===== src/rtl/bcd_pkg.sv =====
// Shared types and constants for the sequential binary-to-BCD converter.
// Holds the FSM state encoding and the digit-count sizing helper.
package bcd_pkg;

    localparam int DIGIT_W = 4;

    typedef enum logic {
        IDLE  = 1'b0,
        SHIFT = 1'b1
    } state_t;

    // Smallest digit count whose decimal range covers every WIDTH-bit unsigned value.
    function automatic int required_digits(input int width);
        logic [127:0] maxVal;
        int           d;
        maxVal = (128'd1 << width) - 128'd1;
        d      = 0;
        while (maxVal != 128'd0) begin
            maxVal = maxVal / 128'd10;
            d++;
        end
        return (d == 0) ? 1 : d;
    endfunction

endpackage


===== src/rtl/bcd_add3_digit.sv =====
// Double-dabble correction for one BCD digit: adds 3 when the digit is 5 or more,
// so that the following left shift carries correctly into the next decimal digit.
module bcd_add3_digit
    import bcd_pkg::*;
(
    input  logic [DIGIT_W-1:0] digit_i,
    output logic [DIGIT_W-1:0] digit_o
);

    assign digit_o = (digit_i >= DIGIT_W'(5)) ? digit_i + DIGIT_W'(3) : digit_i;

endmodule


===== src/rtl/bcd_seq_converter.sv =====
// Multi-cycle binary-to-BCD converter: one add-3 column reused for WIDTH shift cycles.
// The result register only changes on the done edge, so displays never see partial values.
module bcd_seq_converter
    import bcd_pkg::*;
#(
    parameter int WIDTH  = 16,
    parameter int DIGITS = 5
) (
    input  logic                       clk,
    input  logic                       reset_n,
    input  logic                       start,
    input  logic [WIDTH-1:0]           bin,
    output logic                       busy,
    output logic                       done,
    output logic [DIGIT_W*DIGITS-1:0]  bcd
);

    localparam int BCD_W = DIGIT_W * DIGITS;
    localparam int CNT_W = $clog2(WIDTH + 1);
    localparam logic [CNT_W-1:0] LAST_CNT = CNT_W'(WIDTH - 1);

    generate
        if ((DIGITS < required_digits(WIDTH)) || (DIGIT_W * DIGITS < WIDTH)) begin : g_bad_digits
            $error("bcd_seq_converter: DIGITS too small for WIDTH");
        end
    endgenerate

    state_t             state_q;
    logic [CNT_W-1:0]   cnt_q;
    logic [WIDTH-1:0]   bin_q;
    logic [BCD_W-1:0]   work_q;
    logic [BCD_W-1:0]   work_adj;
    logic [BCD_W-1:0]   work_d;
    logic [BCD_W-1:0]   bcd_q;
    logic               done_q;

    for (genvar i = 0; i < DIGITS; i++) begin : g_digit
        bcd_add3_digit u_add3 (
            .digit_i (work_q[DIGIT_W*i +: DIGIT_W]),
            .digit_o (work_adj[DIGIT_W*i +: DIGIT_W])
        );
    end

    // Correct first, then shift the binary MSB into the bottom of the BCD register.
    assign work_d = {work_adj[BCD_W-2:0], bin_q[WIDTH-1]};

    always_ff @(posedge clk) begin
        if (!reset_n) begin
            state_q <= IDLE;
            cnt_q   <= '0;
            bin_q   <= '0;
            work_q  <= '0;
            bcd_q   <= '0;
            done_q  <= 1'b0;
        end else begin
            done_q <= 1'b0;
            case (state_q)
                IDLE: begin
                    if (start) begin
                        bin_q   <= bin;
                        work_q  <= '0;
                        cnt_q   <= '0;
                        state_q <= SHIFT;
                    end
                end
                SHIFT: begin
                    work_q <= work_d;
                    bin_q  <= bin_q << 1;
                    cnt_q  <= cnt_q + CNT_W'(1);
                    if (cnt_q == LAST_CNT) begin
                        bcd_q   <= work_d;
                        done_q  <= 1'b1;
                        state_q <= IDLE;
                    end
                end
                default: state_q <= IDLE;
            endcase
        end
    end

    assign busy = (state_q == SHIFT);
    assign done = done_q;
    assign bcd  = bcd_q;

endmodule


===== config.mk =====
export PLATFORM = sky130hd
export DESIGN_NAME = bcd_seq_converter
export DESIGN_NICKNAME = d
export VERILOG_FILES = /design/src/rtl/bcd_pkg.sv /design/src/rtl/bcd_add3_digit.sv /design/src/rtl/bcd_seq_converter.sv
export SDC_FILE = /design/constraint.sdc
export NUM_CORES = 1
export LEC_CHECK = 0
export CORE_MARGIN = 2
export CORE_UTILIZATION = 30
export DETAILED_ROUTE_END_ITERATION = 6
export PLACE_DENSITY = 0.52
export SYNTH_ARGS = -nofsm -noshare
export SYNTH_HDL_FRONTEND = slang
export SYNTH_SLANG_ARGS = --single-unit

===== constraint.sdc =====
create_clock -name clk -period 2.1 [get_ports clk]
set_input_delay 0.42 -clock clk [delete_from_list [all_inputs] [get_ports clk]]
set_output_delay 0.42 -clock clk [all_outputs]
set_load 0.005 [all_outputs]

# Yosys cells after proc, flatten, opt, wreduce, memory -nomap -nowiden
# Cells that the tools add are included.
# Widths: inputs -> output; s select.
[classes]
n_addsub = 6
magnitude_cmp = 5
eq_ne = 2
mux = 15
bitwise = 1
n_reduce_logical = 2
[ops]
columns = ["op", "count"]
rows = [
  ["$pmux 20 s2", 1],
  ["$pmux 16 s2", 1],
  ["$ge 4x3->1 const B", 5],
  ["$mux 20", 1],
  ["$add 4x2->4 const B", 4],
  ["$mux 16", 1],
  ["$mux 4", 4],
  ["$pmux 5 s2", 1],
  ["$add 5x1->5 const B", 1],
  ["$eq 5x4->1 const B", 1],
  ["$mux 5", 1],
  ["$reduce_and 2->1", 2],
  ["$add 3x2->3 const B", 1],
  ["$mux 1", 3],
  ["$mux 3", 1],
  ["$ne 2x2->1 const B", 1],
  ["$pmux 1 s2", 1],
  ["$not 1->1", 1],
]
[totals]
ff_bits = 63
output_inout_bits = 22

# Depth between registers and ports, before layout
# Gate-level depths: netlist of the first run.
[logic_depth]
word_depth = 3
ltp_mapped = 7

# By module
# From an unflattened synthesis of the first run, not the netlist that was laid out.
[hier_totals]
cells_unflattened = 314
hier_area_um2 = 2914.0
[by_module_without_submodules]
columns = ["mod", "n_inst", "cells_per_inst", "area_per_inst_um2", "seq_area_each_um2"]
rows = [
  ["bcd_seq_converter", 1, 234, 2407.3, 1261.2],
  ["bcd_add3_digit", 5, 16, 101.3, 0.0],
]

# Least setup slack after synthesis of the first run
# Ideal clock, no wire load.
[synth_path]
path_kind = "register to register"
from = "reg cnt_q[0]"
to = "reg bcd_q[13] (netlist: bcd[13])"
setup_ns = 0.117
arrival_ns = 1.408
required_ns = 1.983
path_slack_ns = 0.574
path_stages_with_launch = 7
path_buffers = 0
cell_sequence = "dfxtp_1 -> ha_1 -> and3_1 -> ha_1 -> nand3_1 -> inv_1 -> a22o_2"
[synth_via]
elab_chain_cells = 2
[synth_rtl]
columns = ["element", "line", "source"]
rows = [
  ["start, declared", "bcd_seq_converter.sv:29", "logic [CNT_W-1:0] cnt_q;"],
  ["start signal, assigned", "bcd_seq_converter.sv:69", "cnt_q <= cnt_q + CNT_W'(1);"],
  ["$eq 5x4->1", "bcd_seq_converter.sv:70", "if (cnt_q == LAST_CNT) begin"],
  ["$reduce_and 2->1 (no source line)", "-", ""],
  ["end signal, assigned", "bcd_seq_converter.sv:71", "bcd_q <= work_d;"],
  ["end, declared", "bcd_seq_converter.sv:34", "logic [BCD_W-1:0] bcd_q;"],
]
# No other way between the ends.
# A chain may end at the register's enable or synchronous reset.

# Worst setup path after layout of the first run
[layout_path]
from = "reg state_q (netlist: busy)"
to = "out busy"
[layout_rtl]
columns = ["element", "line", "source"]
rows = [
  ["start, declared", "bcd_seq_converter.sv:28", "state_t state_q;"],
  ["start signal, assigned", "bcd_seq_converter.sv:49", "state_q <= IDLE;"],
  ["start signal, assigned", "bcd_seq_converter.sv:63", "state_q <= SHIFT;"],
  ["start signal, assigned", "bcd_seq_converter.sv:73", "state_q <= IDLE;"],
  ["end, declared", "bcd_seq_converter.sv:13", "output logic busy,"],
]
# No word-level cell between the ends.

==> results of run 1 <==
flip-flops by register name (all words and copies together), names as in the netlist:
signal	cells
bin_q	16
done	1
work_q	20
bcd	20
cnt_q	5
busy	1
final cells by class:
type | instances | share of cell area (%)
timing repair buffer | 46 | 13.2
clock buffer | 13 | 4.33
multi-input combinational | 225 | 40.5
clock inverter | 3 | 1.77
tap | 129 | 4.40
inverter | 13 | 1.33
sequential | 63 | 34.4
logic make-up (layout without fill, tap and decap cells):
family                   after synthesis  after routing
adder cells (fa/ha/maj)               12             12
multiplexers                          22             22
XOR/XNOR                               5              5
AND/OR/NAND/NOR                      100            100
buffers and inverters                 31             75
AO/OA/AOI/OAI                         86             86
flip-flops                            63             63
per-stage QoR:
| step | std cells | cell area (µm²) | worst slack [ps] |
|---|---|---|---|
| 2_1_floorplan | 319 | 2900 | 574 |
| 3_3_place_gp | 476 | 3440 | 176 |
| 3_5_place_dp | 476 | 3440 | 118 |
| 4_1_cts | 492 | 3670 | 438 |
| 5_1_grt | 492 | 3670 | 335 |
| 6_report | 492 | 3670 | 474 |
Yosys cell counts (2+ instances only):
cell / instances
nand3_1: 8
nor2b_1: 6
a21oi_1: 12
nand2_1: 40
nand2b_1: 2
xnor2_1: 5
a32o_1: 4
a22o_1: 2
inv_1: 13
buf_4: 6
dfxtp_1: 63
nor3_1: 2
nand2b_2: 4
nor3b_1: 16
clkbuf_1: 6
a21boi_0: 3
a21boi_1: 3
o21ai_0: 50
and2_1: 17
a21oi_2: 5
mux2_2: 5
ha_1: 12
a22o_2: 3
buf_2: 5
mux2i_1: 17
power groups by stage:
stage	clock network, W	registers [W]	logic (W)
2_1_floorplan	0	0.00125	0.000115
3_3_place_gp	0	0.00126	0.000175
3_5_place_dp	0	0.00126	0.000178
4_1_cts	0.00124	0.00123	0.000178
5_1_grt	0.00128	0.00124	0.000195
6_report	0.00119	0.00123	0.000174
final timing paths:
kind	endpoint	startpoint	slack, ps	depth (start not counted)
worst min-delay path	bcd[7]	bcd[7]	460	2
worst min register to register	bcd[7]	bcd[7]	460	2
worst max register to register	bcd[19]	cnt_q[0]	470	7
worst max-delay path	busy	busy	470	1
worst register-to-register path, cell delays in order (launching register included):
cell and delay [ps]:
dfxtp_1 350, ha_1 240, and3_1 190, ha_1 190, a21boi_1 140, buf_4 270, nand2_1 90, o21ai_0 80
routing by layer:
| layer | track usage, % | wire [µm] |
|---|---|---|
| met2 | 20.8 | 2720 |
| met5 | 0 | 0 |
| met4 | 5.33 | 114 |
| met1 | 15.7 | 2860 |
| met3 | 3.63 | 243 |
==> impl_metrics.toml, run 1 <==
[logic_synthesis]
synth_compound_area_share_pct = 17.9
ys_async_sr_fraction_pct = 0
synth-main-ff-cell = "dfxtp_1"
synthXorXnorAreaFrac_pct = 1.51
yosys-top-cells-area = "dfxtp_1, o21ai_0, mux2i_1"
synth-edff-count = 0
yosysSeqAreaShare_pct = 43.5
synth_fa_ha_area_share_pct = 5.18
synth-simple-area-share_pct = 18.8
synth_warnings = 0
synth_cell_types = 35
yosysTopAreaCellShare_pct = 43.5
synth_fp_nets = 350
ys_ff_latch = 63
synth_area_leader_cell = "dfxtp_1"
muxShareOfSynthArea_pct = 7.81
synth_area_um2 = 2900
syn_avg_cell_area_um2 = 9.09
synth_top_family_by_area = "simple AND/OR/NAND/NOR gates"
postSynthCellCount = 319

[finish]
multiInputGateArea_um2 = 1490
drive_gt1_share_pct = 11.0
final_util_pct = 39.3
seq_area_um2 = 1260
fin_nets = 389
layout_commonest_cell = "dfxtp_1"
areaGrowthSynthToFinish_pct = 26.4
mostFrequentLayoutCells = "dfxtp_1, o21ai_0, nand2_1, clkdlybuf4s50_1"
antenna_cells = 0
fillerInstances = 989

[clocking]
path_clk_slew_ps = 70
hold_buffers = 0
ctsResizeCount = 0
cts-root-buf = "clkbuf_8"
clock_latency_ps = 340
cts_htree_levels = 3
cts_setup_buffers = 0
clockBufferDepth = 2
cts_tree = "done"
cts_buffers = 9
cts.sinks = 63

[routing]
vias = 2275
dr.pass1.iters = 4
dr.first_iter.drc_count = 65
vias_per_cell = 4.62
drc = 0
ant_nets = 0
drt-wirelength-per-cell_um = 12.1
postRouteWirelength_um = 5940

[power]
p_switching_w = 0.000552
switching_share_pct = 21.3
powerDensity_nw_per_um2 = 707
finalPower_w = 0.00259
power.share.sequential_pct = 47.6
ir_worst_vdd_v = 0.000317
comb_power_share_pct = 6.7
clockPowerShare_pct = 45.7
p_leak_nw = 1.28
p_int_w = 0.00204

[timing]
fin_setup_tns_ps = 0
hold_violations = 0
finalCritPeriodShare_pct = 77.4
min_period_ps = 1630
rsz0062_at_grt = "no"
finalSetupViolations = 0
report.final.slew_viol_count = 0
max_clock_freq_mhz = 615
hold-worst-slack_ps = 458
skew_ps = 5.96
worstMarginPinSlew_ps = 447
relSlewSlack_pct = 70.2

[setup_path]
cpPeakStageDelay_ps = 500
critPathCaptureType = "output port"
path_delay_family = "buffers and inverters"
path_cells = "clkdlybuf4s50_1"
critical_path_arrival_ps = 1210
worstSetupStartpointType = "flop"
path_buf_inv = 1
crit_type = "reg2out"
cp_max_fo = 2
cp_slowest_cell = "clkdlybuf4s50_1"
required_ps = 1680

[global_routing]
antenna_found_initial = 0
track_usage_pct = 12.7
grt_first_pass_wirelength_um = 10400
grt_pass1_vias = 2249
grt-ovfl-total = 0
grt_max_degree = 64

[placed_design]
place_congestion = 0.713
hpwl_um = 4120
numPortBuffers = 40

[floorplanning]
dieHeight_um = 102
io_pins = 41
die_area_um2 = 10500
fp-row-count = 35
die_w_um = 102
initial_utilization_pct = 31.1
coreArea_um2 = 9330

[outcome]
outcome = "complete, no violations"

[worst_hold_path]
hold_class = "reg2reg"

[flow_run]
cap_violations = 0
Power figures use the tool's default switching activity.
==> run 2: changes to the inputs <==
==> constraint.sdc (replaced) <==
create_clock -name clk -period 1.66 [get_ports clk]
set_input_delay 0.332 -clock clk [delete_from_list [all_inputs] [get_ports clk]]
set_output_delay 0.332 -clock clk [all_outputs]
set_load 0.005 [all_outputs]
==> impl_metrics.toml, run 2 (synthesis gave the netlist of run 1 again) <==
[power]
switching_share_pct = 22.5
ir_worst_vdd_v = 0.000538
comb_power_share_pct = 8.1
clockPowerShare_pct = 41.8
finalPower_w = 0.00312
p_leak_nw = 1.34
powerDensity_nw_per_um2 = 826
p_int_w = 0.00241
p_switching_w = 0.000703
power.share.sequential_pct = 50.1

[routing]
vias = 2340
ant_nets = 0
postRouteWirelength_um = 6030
vias_per_cell = 4.62
route.met2.wl_um = 2800
met3_length_um = 300
drt-wirelength-per-cell_um = 11.9
drc = 0
dr.pass1.iters = 4
top_layer_used = "met4"
dr.first_iter.drc_count = 54
met1_length_um = 2860

[timing]
fin_setup_tns_ps = 0
skew_ps = 9.28
report.final.slew_viol_count = 0
hold_violations = 0
finalCritPeriodShare_pct = 95.1
max_clock_freq_mhz = 633
min_period_ps = 1580
rsz0062_at_grt = "yes"
worstMarginPinSlew_ps = 460
relSlewSlack_pct = 69.4
finalSetupViolations = 0

[floorplanning]
dieHeight_um = 102
initial_utilization_pct = 31.1
io_pins = 41
die_w_um = 102
die_area_um2 = 10500
fp-row-count = 35
coreArea_um2 = 9330

[setup_path]
crit_type = "reg2out"
worstSetupStartpointType = "flop"
path_cells = "clkdlybuf4s50_1"
worst_r2r_path_depth = 6
cpPeakStageDelay_ps = 510
path_buf_inv = 1
path_delay_family = "buffers and inverters"
cp_slowest_cell = "clkdlybuf4s50_1"
critical_path_arrival_ps = 1250
cp_max_fo = 5
cp.depth = 1
required_ps = 1330
critPathCaptureType = "output port"

[finish]
drive_gt1_share_pct = 15.9
fin_cells = 507
layout_commonest_cell = "dfxtp_1"
final_util_pct = 40.5
fin_nets = 404
areaGrowthSynthToFinish_pct = 30.2
antenna_cells = 0
fillerInstances = 987
mostFrequentLayoutCells = "dfxtp_1, o21ai_0, nand2_1, clkdlybuf4s50_1"

[clocking]
cts.sinks = 63
cts_tree = "done"
clock_latency_ps = 340
path_clk_slew_ps = 70
cts_buffers = 9
cts_setup_buffers = 0
clockBufferDepth = 2
cts_htree_levels = 3
cts-root-buf = "clkbuf_8"

[global_routing]
grt_pass1_vias = 2188
grt-ovfl-total = 0
antenna_found_initial = 0
track_usage_pct = 12.7
grt_first_pass_wirelength_um = 10400
grt_max_degree = 50

[placed_design]
dp_cells = 491
place_congestion = 0.794
numPortBuffers = 40
hpwl_um = 4320

[worst_hold_path]
hold_depth = 2
hold_class = "reg2reg"

[outcome]
outcome = "complete, no violations"

[flow_run]
cap_violations = 0
run 2: changes by cell type in the layout (fill, tap and decap cells not counted), moves of 4 or more:
cell | before | now
buf_4 | 3 | 17
ha_1 | 12 | 8
ha_2 | 0 | 4
o21ai_0 | 50 | 46
o21ai_1 | 0 | 4
run 2: power groups by stage:
stage / logic, W / clock network [W] / registers, W
global route: 0.000284 / 0.00142 / 0.00156
floorplan: 0.000145 / 0 / 0.00159
detailed placement: 0.000257 / 0 / 0.00160
finish: 0.000253 / 0.00130 / 0.00156
CTS: 0.000257 / 0.00136 / 0.00156
global placement: 0.000255 / 0 / 0.00159
run 2: path summary, 6_finish.rpt:
check                 from       to  slack [ps]
setup reg to reg  cnt_q[0]  bcd[13]          90
hold reg to reg    bcd[14]  bcd[14]         450
hold / removal     bcd[14]  bcd[14]         450
setup / recovery      busy     busy          80
run 2: layout make-up:
type	count	area, µm²	area share [%]
clock buffer	13	149	3.94
clock inverter	3	42.5	1.13
inverter	13	48.8	1.29
multi-input combinational	225	1500	39.7
sequential	63	1270	33.5
tap	129	161	4.27
timing repair buffer	61	608	16.1
run 2: what timing repair did:
item / in CTS / in global routing
endpoints found under the setup margin: 0 / 20
resized for setup: 0 / 11
hold endpoints to repair: 0 / 0
hold buffers: 0 / 0
run 2: layer usage:
layer / track usage (%) / vias up
met5: 0 / -
met4: 4.31 / 0
met3: 4.10 / 11
met2: 21.1 / 49
met1: 15.6 / 1075
li1: - / 1205
run 2: through the flow:
step	hold WS (ps)	area (µm²)	setup slack (ps)
6_report	451	3780	80.6
4_1_cts	460	3760	8.41
3_3_place_gp	436	3570	-100
2_1_floorplan	449	2900	134
3_5_place_dp	444	3570	-147
5_1_grt	484	3780	-39.8
==> run 3: changes to the inputs <==
--- a/config.mk
+++ b/config.mk
@@ -8,7 +8,9 @@
 export CORE_MARGIN = 2
 export CORE_UTILIZATION = 30
 export DETAILED_ROUTE_END_ITERATION = 6
-export PLACE_DENSITY = 0.52
+export DONT_BUFFER_PORTS = 1
+export GPL_TIMING_DRIVEN = 0
+export PLACE_DENSITY = 0.47
 export SYNTH_ARGS = -nofsm -noshare
 export SYNTH_HDL_FRONTEND = slang
 export SYNTH_SLANG_ARGS = --single-unit
==> constraint.sdc (replaced) <==
create_clock -name clk -period 1.7 [get_ports clk]
set_input_delay 0.34 -clock clk [delete_from_list [all_inputs] [get_ports clk]]
set_output_delay 0.34 -clock clk [all_outputs]
set_load 0.005 [all_outputs]
==> impl_metrics.toml, run 3 (synthesis gave the netlist of run 1 again) <==
[power]
p_switching_w = 0.000744
ir_worst_vdd_v = 0.000533
p_leak_nw = 1.17
switching_share_pct = 23.6
powerDensity_nw_per_um2 = 943
comb_power_share_pct = 6.3
power.share.sequential_pct = 48.3
p_int_w = 0.00241
clockPowerShare_pct = 45.4

[flow_run]
cap_violations = 0

[routing]
top_layer_used = "met4"
vias_per_cell = 4.79
dr.pass1.iters = 5
postRouteWirelength_um = 6840
route.met2.wl_um = 3160
drt-wirelength-per-cell_um = 14.7
dr.first_iter.drc_count = 68
met3_length_um = 409
vias = 2239
met1_length_um = 3180
ant_nets = 0
drc = 0

[clocking]
cts-root-buf = "clkbuf_8"
path_clk_slew_ps = 70
clock_latency_ps = 350
cts_buffers = 9
cts_htree_levels = 3
cts.sinks = 63
clockBufferDepth = 2
cts_tree = "done"

[timing]
fin_setup_tns_ps = 0
setup_slack_ps = 131
report.final.slew_viol_count = 0
hold_violations = 0
finalSetupViolations = 0
relSlewSlack_pct = 71.0
rsz0062_at_grt = "no"
min_period_ps = 1570
skew_ps = 8.48
max_clock_freq_mhz = 637
worstMarginPinSlew_ps = 435
finalCritPeriodShare_pct = 92.3
hold-worst-slack_ps = 154

[placed_design]
numPortBuffers = 0
hpwl_um = 4690
dp_slack_ps = -333
place_congestion = 0.732

[finish]
areaGrowthSynthToFinish_pct = 15.2
layout_commonest_cell = "dfxtp_1"
fillerInstances = 994
fin_nets = 364
mostFrequentLayoutCells = "dfxtp_1, o21ai_0, nand2_1"
final_util_pct = 35.8
antenna_cells = 0
drive_gt1_share_pct = 16.9

[global_routing]
grt_pass1_vias = 2291
antenna_found_initial = 0
grt_max_degree = 12
grt_first_pass_wirelength_um = 11200
grt-ovfl-total = 0
track_usage_pct = 14.2

[setup_path]
path_cells = "ha_1 -> and3_1 -> ha_2 -> a21boi_4 -> buf_2 -> nand2_1 -> o21ai_0"
path_delay_family = "adder cells"
path_buf_inv = 1
critical_path_arrival_ps = 1850
worstSetupStartpointType = "flop"
critPathCaptureType = "flop"
required_ps = 1980
cp_max_fo = 5
crit_type = "reg2reg"
cp_slowest_cell = "dfxtp_2"
cpPeakStageDelay_ps = 340

[floorplanning]
dieHeight_um = 102
die_area_um2 = 10500
io_pins = 41
fp-row-count = 35
initial_utilization_pct = 31.1
die_w_um = 102
coreArea_um2 = 9330

[worst_hold_path]
hold_class = "in2reg"

[outcome]
outcome = "complete, no violations"
## run 3: cell count changes in the layout (fill, tap and decap cells not counted), sizes merged
cell,previous run,this run
buf,21,16
bufinv,1,2
clkbuf,13,15
clkdlybuf4s50,40,0
clkinv,1,2
clkinvlp,1,2
## run 3: routing by layer
layer  GRT usage (%)  vias up
met5               0        -
met3            5.61       11
li1                -     1137
met4            4.92        0
met2            23.1       47
met1            17.0     1044
## run 3: final cells by class
cell class / instances / area (µm²) / share of cell area [%]
plain buffers: 18 / 120 / 3.59
clock inverters: 6 / 85.1 / 2.55
well taps: 129 / 161 / 4.83
flip-flops and latches: 63 / 1260 / 37.8
multi-input cells: 225 / 1520 / 45.3
clock buffers: 10 / 128 / 3.82
repair buffers: 3 / 20.0 / 0.599
inverters: 13 / 48.8 / 1.46
## run 3: stage by stage
stage          instance area [µm²]  total power, W  cells
2_1_floorplan                 2900         0.00169    319
3_3_place_gp                  3060         0.00174    448
3_5_place_dp                  3060         0.00175    448
4_1_cts                       3280         0.00319    464
5_1_grt                       3340         0.00328    467
6_report                      3340         0.00315    467
## run 3: power by group through the flow
stage                     Clock, W  Sequential, W  Combinational, W
after CTS                  0.00147        0.00152          0.000194
after global placement           0        0.00156          0.000189
after detailed placement         0        0.00156          0.000193
after global routing       0.00153        0.00152          0.000227
final                      0.00143        0.00152          0.000199
after floorplan                  0        0.00155          0.000142
## run 3: path summary, 6_finish.rpt
check / from / endpoint / slack, ps / cells past startpoint
worst max-delay path: cnt_q[0] / bcd[3] / 130 / 7
worst min-delay path: bin[0] / bin_q[0] / 150 / 2
worst max register to register: cnt_q[0] / bcd[3] / 130 / 7
worst min register to register: bcd[15] / bcd[15] / 480 / 2
## run 3: timing repair
item                                    4_1_cts  5_1_grt
pin swaps                                     0        2
buffers inserted                              0        2
hold buffers                                  0        0
endpoints found under the setup margin       15       22
gates resized for setup                       3       15
gates cloned                                  0        1
